**src/rtl/dout_pkg.sv**
```systemverilog
// Shared constants, FSM state type and word packing for the dout transmitter.
// Word layout on the wire, MSB first: {err, 4'b0000, ch_id[2:0], data[23:0]}.
package dout_pkg;

  localparam int unsigned N_LANES     = 4;
  localparam int unsigned N_CH        = 8;
  localparam int unsigned WORD_BITS   = 32;
  localparam int unsigned HEADER_BITS = 8;
  localparam int unsigned PAYLOAD_BITS = WORD_BITS - HEADER_BITS;
  // Each lane carries two consecutive channel words per frame.
  localparam int unsigned CH_PER_LANE = N_CH / N_LANES;
  localparam int unsigned LANE_BITS   = WORD_BITS * CH_PER_LANE;

  typedef enum logic [1:0] {
    StIdle,
    StShift,
    StDone
  } dout_state_e;

  function automatic logic [WORD_BITS-1:0] make_word(input logic                    err,
                                                     input logic [2:0]              ch_id,
                                                     input logic [PAYLOAD_BITS-1:0] data);
    return {err, 4'b0000, ch_id, data};
  endfunction

endpackage

```
**src/rtl/dout_dclk_gen.sv**
```systemverilog
// Free-running serial clock divider for the dout transmitter.
//   clk_i, reset_ni : system clock, asynchronous active-low reset
//   dclk_o          : serial clock, toggles every DCLK_DIV cycles, first edge after reset is high
//   rise_o, fall_o  : one-cycle strobes, high in the cycle whose closing clk_i edge makes dclk_o
//                     rise / fall, so registers updated on fall_o change together with dclk_o
module dout_dclk_gen #(
  parameter int unsigned DCLK_DIV = 4
) (
  input  logic clk_i,
  input  logic reset_ni,
  output logic dclk_o,
  output logic rise_o,
  output logic fall_o
);

  localparam int unsigned CntW = (DCLK_DIV > 1) ? $clog2(DCLK_DIV) : 1;

  logic [CntW-1:0] cnt_q;
  logic            dclk_q;
  logic            wrap;

  assign wrap   = (cnt_q == CntW'(DCLK_DIV - 1));
  assign rise_o = wrap && !dclk_q;
  assign fall_o = wrap && dclk_q;
  assign dclk_o = dclk_q;

  // Counter resets to its terminal value so the first edge after release raises dclk.
  always_ff @(posedge clk_i or negedge reset_ni) begin
    if (!reset_ni) begin
      cnt_q  <= CntW'(DCLK_DIV - 1);
      dclk_q <= 1'b0;
    end else if (wrap) begin
      cnt_q  <= '0;
      dclk_q <= ~dclk_q;
    end else begin
      cnt_q <= cnt_q + 1'b1;
    end
  end

endmodule

```
**src/rtl/dout_writer.sv**
```systemverilog
// Transmit side of the 4-lane, 8-channel ADC dout interface.
//   clk_i, reset_ni   : system clock, asynchronous active-low reset
//   enable_i          : frame generation enable
//   ch1_i..ch8_i      : signed channel samples, snapshotted at frame start
//   err_i             : error flag copied into every word header
//   drdy_o            : high for one dclk period at frame start
//   dclk_o            : serial clock; data changes on its falling edge
//   dout0_o..dout3_o  : serial lanes, lane n carries ch(2n+1) then ch(2n+2), MSB first
//   tick_o            : one-cycle pulse at snapshot
//   busy_o            : high while a frame is in flight
module dout_writer
  import dout_pkg::*;
#(
  parameter int unsigned DCLK_DIV     = 4,
  parameter int unsigned FRAME_PERIOD = 2000,
  parameter int unsigned DATA_BITS    = 24
) (
  input  logic                 clk_i,
  input  logic                 reset_ni,
  input  logic                 enable_i,
  input  logic [DATA_BITS-1:0] ch1_i,
  input  logic [DATA_BITS-1:0] ch2_i,
  input  logic [DATA_BITS-1:0] ch3_i,
  input  logic [DATA_BITS-1:0] ch4_i,
  input  logic [DATA_BITS-1:0] ch5_i,
  input  logic [DATA_BITS-1:0] ch6_i,
  input  logic [DATA_BITS-1:0] ch7_i,
  input  logic [DATA_BITS-1:0] ch8_i,
  input  logic                 err_i,
  output logic                 drdy_o,
  output logic                 dclk_o,
  output logic                 dout0_o,
  output logic                 dout1_o,
  output logic                 dout2_o,
  output logic                 dout3_o,
  output logic                 tick_o,
  output logic                 busy_o
);

  localparam int unsigned TimerW  = $clog2(FRAME_PERIOD);
  localparam int unsigned BitCntW = $clog2(LANE_BITS);

  if (DCLK_DIV < 1) begin : gen_bad_div
    $error("DCLK_DIV must be at least 1");
  end
  if ((FRAME_PERIOD % (2 * DCLK_DIV)) != 0 || FRAME_PERIOD < 66 * 2 * DCLK_DIV) begin : gen_bad_period
    $error("FRAME_PERIOD must be a multiple of 2*DCLK_DIV and at least 66 dclk periods");
  end
  if (DATA_BITS != PAYLOAD_BITS) begin : gen_bad_data
    $error("DATA_BITS must equal the word payload width");
  end

  logic rise, fall;

  dout_dclk_gen #(
    .DCLK_DIV(DCLK_DIV)
  ) u_dclk_gen (
    .clk_i   (clk_i),
    .reset_ni(reset_ni),
    .dclk_o  (dclk_o),
    .rise_o  (rise),
    .fall_o  (fall)
  );

  // Frame timer. run_q marks that the timer has locked onto a falling edge; until then the
  // first falling edge after enable starts a frame. FRAME_PERIOD is a whole number of dclk
  // periods, so every later wrap to 0 also lands on a falling edge.
  logic [TimerW-1:0] timer_q;
  logic              run_q;
  logic              frame_start;

  assign frame_start = enable_i && fall && (!run_q || (timer_q == '0));

  always_ff @(posedge clk_i or negedge reset_ni) begin
    if (!reset_ni) begin
      timer_q <= '0;
      run_q   <= 1'b0;
    end else if (!enable_i) begin
      timer_q <= '0;
      run_q   <= 1'b0;
    end else if (!run_q) begin
      if (fall) begin
        run_q   <= 1'b1;
        timer_q <= TimerW'(1);
      end
    end else if (timer_q == TimerW'(FRAME_PERIOD - 1)) begin
      timer_q <= '0;
    end else begin
      timer_q <= timer_q + 1'b1;
    end
  end

  logic [DATA_BITS-1:0] ch [N_CH];
  assign ch[0] = ch1_i;
  assign ch[1] = ch2_i;
  assign ch[2] = ch3_i;
  assign ch[3] = ch4_i;
  assign ch[4] = ch5_i;
  assign ch[5] = ch6_i;
  assign ch[6] = ch7_i;
  assign ch[7] = ch8_i;

  logic [LANE_BITS-1:0] lane_load [N_LANES];

  always_comb begin
    for (int l = 0; l < N_LANES; l++) begin
      lane_load[l] = {make_word(err_i, 3'(2 * l), ch[2 * l]),
                      make_word(err_i, 3'(2 * l + 1), ch[2 * l + 1])};
    end
  end

  dout_state_e          state_q;
  logic [BitCntW-1:0]   bit_cnt_q;
  logic [LANE_BITS-1:0] lane_q [N_LANES];

  always_ff @(posedge clk_i or negedge reset_ni) begin
    if (!reset_ni) begin
      state_q   <= StIdle;
      bit_cnt_q <= '0;
      drdy_o    <= 1'b0;
      tick_o    <= 1'b0;
      busy_o    <= 1'b0;
      for (int l = 0; l < N_LANES; l++) lane_q[l] <= '0;
    end else begin
      tick_o <= 1'b0;
      unique case (state_q)
        StIdle: begin
          if (frame_start) begin
            state_q   <= StShift;
            bit_cnt_q <= BitCntW'(LANE_BITS - 1);
            drdy_o    <= 1'b1;
            tick_o    <= 1'b1;
            busy_o    <= 1'b1;
            for (int l = 0; l < N_LANES; l++) lane_q[l] <= lane_load[l];
          end
        end
        StShift: begin
          if (fall) begin
            drdy_o <= 1'b0;
            if (bit_cnt_q == '0) begin
              // Bit 0 has now been held for a full dclk period.
              state_q <= StDone;
              busy_o  <= 1'b0;
              for (int l = 0; l < N_LANES; l++) lane_q[l] <= '0;
            end else begin
              bit_cnt_q <= bit_cnt_q - 1'b1;
              for (int l = 0; l < N_LANES; l++) lane_q[l] <= {lane_q[l][LANE_BITS-2:0], 1'b0};
            end
          end
        end
        StDone: state_q <= StIdle;
        default: state_q <= StIdle;
      endcase
    end
  end

  assign dout0_o = lane_q[0][LANE_BITS-1];
  assign dout1_o = lane_q[1][LANE_BITS-1];
  assign dout2_o = lane_q[2][LANE_BITS-1];
  assign dout3_o = lane_q[3][LANE_BITS-1];

  // A start outside idle is dropped by the FSM; parameter checks make it unreachable.
  assert property (@(posedge clk_i) disable iff (!reset_ni) frame_start |-> (state_q == StIdle));
  assert property (@(posedge clk_i) disable iff (!reset_ni) !(rise && fall));

endmodule

```
**config.mk**
```make
export PLATFORM = sky130hd
export DESIGN_NAME = dout_writer
export DESIGN_NICKNAME = d
export VERILOG_FILES = /design/src/rtl/dout_pkg.sv /design/src/rtl/dout_dclk_gen.sv /design/src/rtl/dout_writer.sv
export SDC_FILE = /design/constraint.sdc
export NUM_CORES = 1
export LEC_CHECK = 0
export CELL_PAD_IN_SITES_DETAIL_PLACEMENT = 1
export CELL_PAD_IN_SITES_GLOBAL_PLACEMENT = 2
export CORE_ASPECT_RATIO = 0.5
export CORE_UTILIZATION = 36
export CTS_BUF_LIST = sky130_fd_sc_hd__clkbuf_4 sky130_fd_sc_hd__clkbuf_8
export CTS_CLUSTER_DIAMETER = 40
export DETAILED_ROUTE_END_ITERATION = 7
export PLACE_DENSITY_LB_ADDON = 0.2
export SETUP_SLACK_MARGIN = 0.2
export SYNTH_ARGS = -nofsm -noshare
export SYNTH_HDL_FRONTEND = slang
export SYNTH_HIERARCHICAL = 1
export SYNTH_SLANG_ARGS = --single-unit
export TNS_END_PERCENT = 10
```
**constraint.sdc**
```tcl
create_clock -name clk_i -period 3.7 [get_ports clk_i]
set_clock_uncertainty 0.2 [all_clocks]
set_input_delay 0.74 -clock clk_i [delete_from_list [all_inputs] [get_ports clk_i]]
set_output_delay 0.74 -clock clk_i [all_outputs]
set_load 0.02 [all_outputs]
```
Word-level counts from Yosys, hierarchy flattened
Cells that the tools add are included.

word-level totals
  register bits after elaboration = 282
  output and inout port bits = 8
  input port bits = 196
  logic and storage cells = 66

cells by class
  equality and inequality tests = 8
  reduce and logical (&&, ||, !) cells = 13
  bitwise logic cells = 1
  add/subtract/negate cells = 3
  muxes and demuxes = 28

operator list
  operator               number
  $mux 256               3
  $pmux 256 s2           1
  $mux 11                4
  $mux 6                 3
  $pmux 6 s2             1
  $add 11x1->11 const B  1
  $eq 11x11->1 const B   1
  $logic_not 11->1       1
  $mux 1                 9
  $mux 2                 4
  $ne 2x2->1 const B     4
  $reduce_and 4->1       2
  $logic_not 6->1        1
  $reduce_and 3->1       2
  $sub 6x1->6 const B    1
  $pmux 1 s2             2
  $pmux 2 s2             1
  $logic_and 1x1->1      3
  $ne 3x1->1 const B     1
  $add 2x1->2 const B    1
  $eq 2x1->1 const B     1
  $eq 2x2->1 const B     1
  $logic_not 2->1        1
  $reduce_bool 2->1      1
  other kinds (3)        3

Longest topological paths before layout
  depth after elaboration = 6
  gate-level depth with buffers = 11
  mapped depth without buffers = 7

Cells and area by module
Netlist, hierarchy kept.

modules (own cells, without submodules)
  module         seq. area each (µm²)  area each (µm²)  cells an instance  instances
  dout_writer    6981.7                12738.5          1465               1
  dout_dclk_gen  77.6                  116.4            8                  1

Worst setup path before layout
OpenSTA, ideal clock, no wires.

  path kind = register to register
  start point = reg u_dclk_gen.cnt_q[0]
  end point = reg lane_q[100] (netlist bit)
  period minus slack after synthesis = 2.350 ns
  slack = 1.350 ns
  data arrival time = 2.022 ns
  data required time = 3.373 ns
  stages on the path, launching flop included = 11
  cells stage by stage = dfstp_2 > ha_1 > and2_2 > buf_2 > nand2_1 > o21ai_0 > o21a_1 > buf_4 > buf_2 > buf_4 > a31oi_1

between the ends
  cells in the longest elaborated chain, start to end = 6

RTL lines
  what                                 RTL line             RTL
  start, declared                      dout_dclk_gen.sv:18  logic [CntW-1:0] cnt_q;
  start signal, assigned               dout_dclk_gen.sv:30  cnt_q <= CntW'(DCLK_DIV - 1);
  start signal, assigned               dout_dclk_gen.sv:36  cnt_q <= cnt_q + 1'b1;
  $eq 2x2->1 *                         dout_dclk_gen.sv:22  assign wrap = (cnt_q == CntW'(DCLK_DIV - 1));
  $logic_and 1x1->1 *                  dout_dclk_gen.sv:24  assign fall_o = wrap && dclk_q;
  net fall                             dout_writer.sv:53    logic rise, fall;
  $logic_and 1x1->1 (2 in a row)       dout_writer.sv:72    assign frame_start = enable_i && fall && (!run_q || (timer_q == '0));
  $ne 2x2->1 (no source line)          --
  $reduce_and 3->1 (no source line) *  --
  end, declared                        dout_writer.sv:114   logic [LANE_BITS-1:0] lane_q [N_LANES];

The timed path passes the listed nets; every way through them passes the cells marked *.
A chain may end at the register's enable or synchronous reset.

Final worst setup path
  start point = reg u_dclk_gen.cnt_q[0]
  end point = reg lane_q[175] (netlist bit)

Same word-level chain as after synthesis.

==> impl_metrics.env <==
export IMPL_layout_cells_non_filler=2132
export IMPL_initial_core_util_pct=36.9
export IMPL_io_buffers=203
export IMPL_fmax_ghz=0.339
export IMPL_firstDrtPassIters=5
export IMPL_p_leak_nw=7.02
export IMPL_io_pins=204
export IMPL_viasPerCell=5.21
export IMPL_drt_wl_total_um=35300
export IMPL_rows=48
export IMPL_tightest_slew_ns=0.724
export IMPL_drive_above_1_share_pct=7.72
export IMPL_cp_max_fo=51
export IMPL_overflow=0
export IMPL_cts_buffer_depth=3
export IMPL_postRouteAntennaNets=0
export IMPL_syn_area_um2=12800
export IMPL_fp_coreArea_um2=34800
export IMPL_synthesis_nets=1673
export IMPL_p_per_area_nw_per_um2=580
export IMPL_die_height_um=136
export IMPL_multiInputGateArea_um2=5100
export IMPL_htreeDepth=2
export IMPL_rsz0062_at_grt="false"
export IMPL_slew_viol_final=0
export IMPL_maxCapViolCount=0
export IMPL_p_total_mw=9.42
export IMPL_grt_pass1_vias=11583
export IMPL_ir_drop_mv=0.235
export IMPL_required_ns=3.98
export IMPL_clk_pin_slew_ns=0.07
export IMPL_synthCells=1472
export IMPL_drt_iter0_drc=788
export IMPL_maxSlewHeadroom_pct=51.6
export IMPL_root_buffer="clkbuf_8"
export IMPL_diodes=0
export IMPL_post_route_period_util_pct=79.6
export IMPL_grt_max_degree=142
export IMPL_grt_pass1_wl_um=59400
export IMPL_avgSynthCellArea_um2=8.73
export IMPL_finalWeightedCongestion=0.768
export IMPL_dp_hpwl_um=22200
export IMPL_cts_tree="done"
export IMPL_synth_warning_count=6
export IMPL_hold_viol=0
export IMPL_setup_violations=0
export IMPL_dieArea_um2=36500
export IMPL_critPathKind="reg -> reg"
export IMPL_fill_cells=3989
export IMPL_route_detailed_wl_per_inst_um=16.6
export IMPL_min_path_type="reg -> reg"
export IMPL_fin_crit_ns=2.95
export IMPL_seqCellArea_um2=7060
export IMPL_setup_tns_ns=0
export IMPL_worst_setup_path_end_kind="register"
export IMPL_placedCellCount=2053
export IMPL_syn2layout_area_growth_pct=26.4
export IMPL_drc=0
export IMPL_die_w_um=269
export IMPL_status="completed"
export IMPL_antenna_found_initial=0
export IMPL_fin_ws_ns=0.753
export IMPL_start_kind="register"
export IMPL_grt_usage_pct=19.7
export IMPL_clock_latency_ns=0.57
export IMPL_cts_sinks=282
export IMPL_worstPathArrival_ns=3.22
export IMPL_nNetsFinal=1827
export IMPL_cts_buffers=45
export IMPL_vias=11104
export IMPL_dp_slack_ns=0.488
[where the power goes]
part	switching [mW]	internal, mW
Clock	1.29	1.57
Sequential	0.507	3.99
Combinational	1.09	0.961
Total	2.89	6.53
[stage by stage]
stage | util (%) | hold WS (ns) | cell area, um^2
after floorplan | - | 0.238 | 12800
after global placement | 43.9 | 0.248 | 15300
after detailed placement | 43.9 | 0.255 | 15300
after CTS | 46.7 | 0.270 | 16200
after global routing | 46.7 | 0.288 | 16200
final | 46.7 | 0.266 | 16200
[layer usage]
layer  global-route usage, %  up-vias  wire [um]  share of wire (%)
met5                       0        -          0                  0
met1                    26.9     5508      16700                 47
met3                    3.69       47       1320                3.7
met4                    4.60        0        504                1.4
met2                    32.6      182      16800                 48
li1                        -     5367          -                  -
[area by class of cell]
class,instances,area share (%)
Inverter,6,0.139
Clock inverter,9,0.462
Tap cell,475,3.66
Clock buffer,69,5.39
Sequential cell,282,43.5
Timing Repair Buffer,239,15.5
Multi-Input combinational cell,1052,31.4
[repair_timing]
action,in CTS,in global routing
hold endpoints to repair,68,0
buffers inserted,0,0
gates resized for setup,0,0
hold buffers,1,0
[final timing paths]
kind / startpoint / to / slack, ns / cells past startpoint
min: lane_q[189]$_DFFE_PN0P_ / lane_q[189]$_DFFE_PN0P_ / 0.27 / 2
min in group asynchronous: reset_ni / lane_q[200]$_DFFE_PN0P_ / 0.56 / 2
min reg2reg: lane_q[189]$_DFFE_PN0P_ / lane_q[189]$_DFFE_PN0P_ / 0.27 / 2
max reg2reg: u_dclk_gen/cnt_q[0]$_DFF_PN1_ / lane_q[175]$_DFFE_PN0P_ / 0.75 / 9
max in group asynchronous: reset_ni / lane_q[48]$_DFFE_PN0P_ / 1.90 / 3
max: u_dclk_gen/cnt_q[0]$_DFF_PN1_ / lane_q[175]$_DFFE_PN0P_ / 0.75 / 9
[flip-flops by register name, summed over array words and instances, names as in the netlist]
register	cells
busy_o	1
dout0_o	1
u_dclk_gen/cnt_q	2
bit_cnt_q	6
lane_q	252
dout2_o	1
dout1_o	1
timer_q	11
drdy_o	1
run_q	1
tick_o	1
state_q	2
dout3_o	1
u_dclk_gen/dclk_o	1
[critical path: stages (launching register included)]
cell and delay, ns:
dfstp_2 0.54, ha_1 0.19, and2_2 0.30, nand2_1 0.15, o21ai_0 0.44, o21a_4 0.26, buf_12 0.28, buf_4 0.24
nor2_1 0.05, a31oi_1 0.18
[cell usage in the layout (no fill, tap or decap), drive strengths merged, types with 5 or more instances in the layout]
master and instances:
nand2 310, dfrtp 280, nand3 237, nor2 203, clkdlybuf4s50 202, a31oi 188
clkbuf 69, buf 36, o21ai 30, a21oi 25, inv 6, clkinv 6
xnor2 5, ha 5
(Power assumes the default switching activity.)
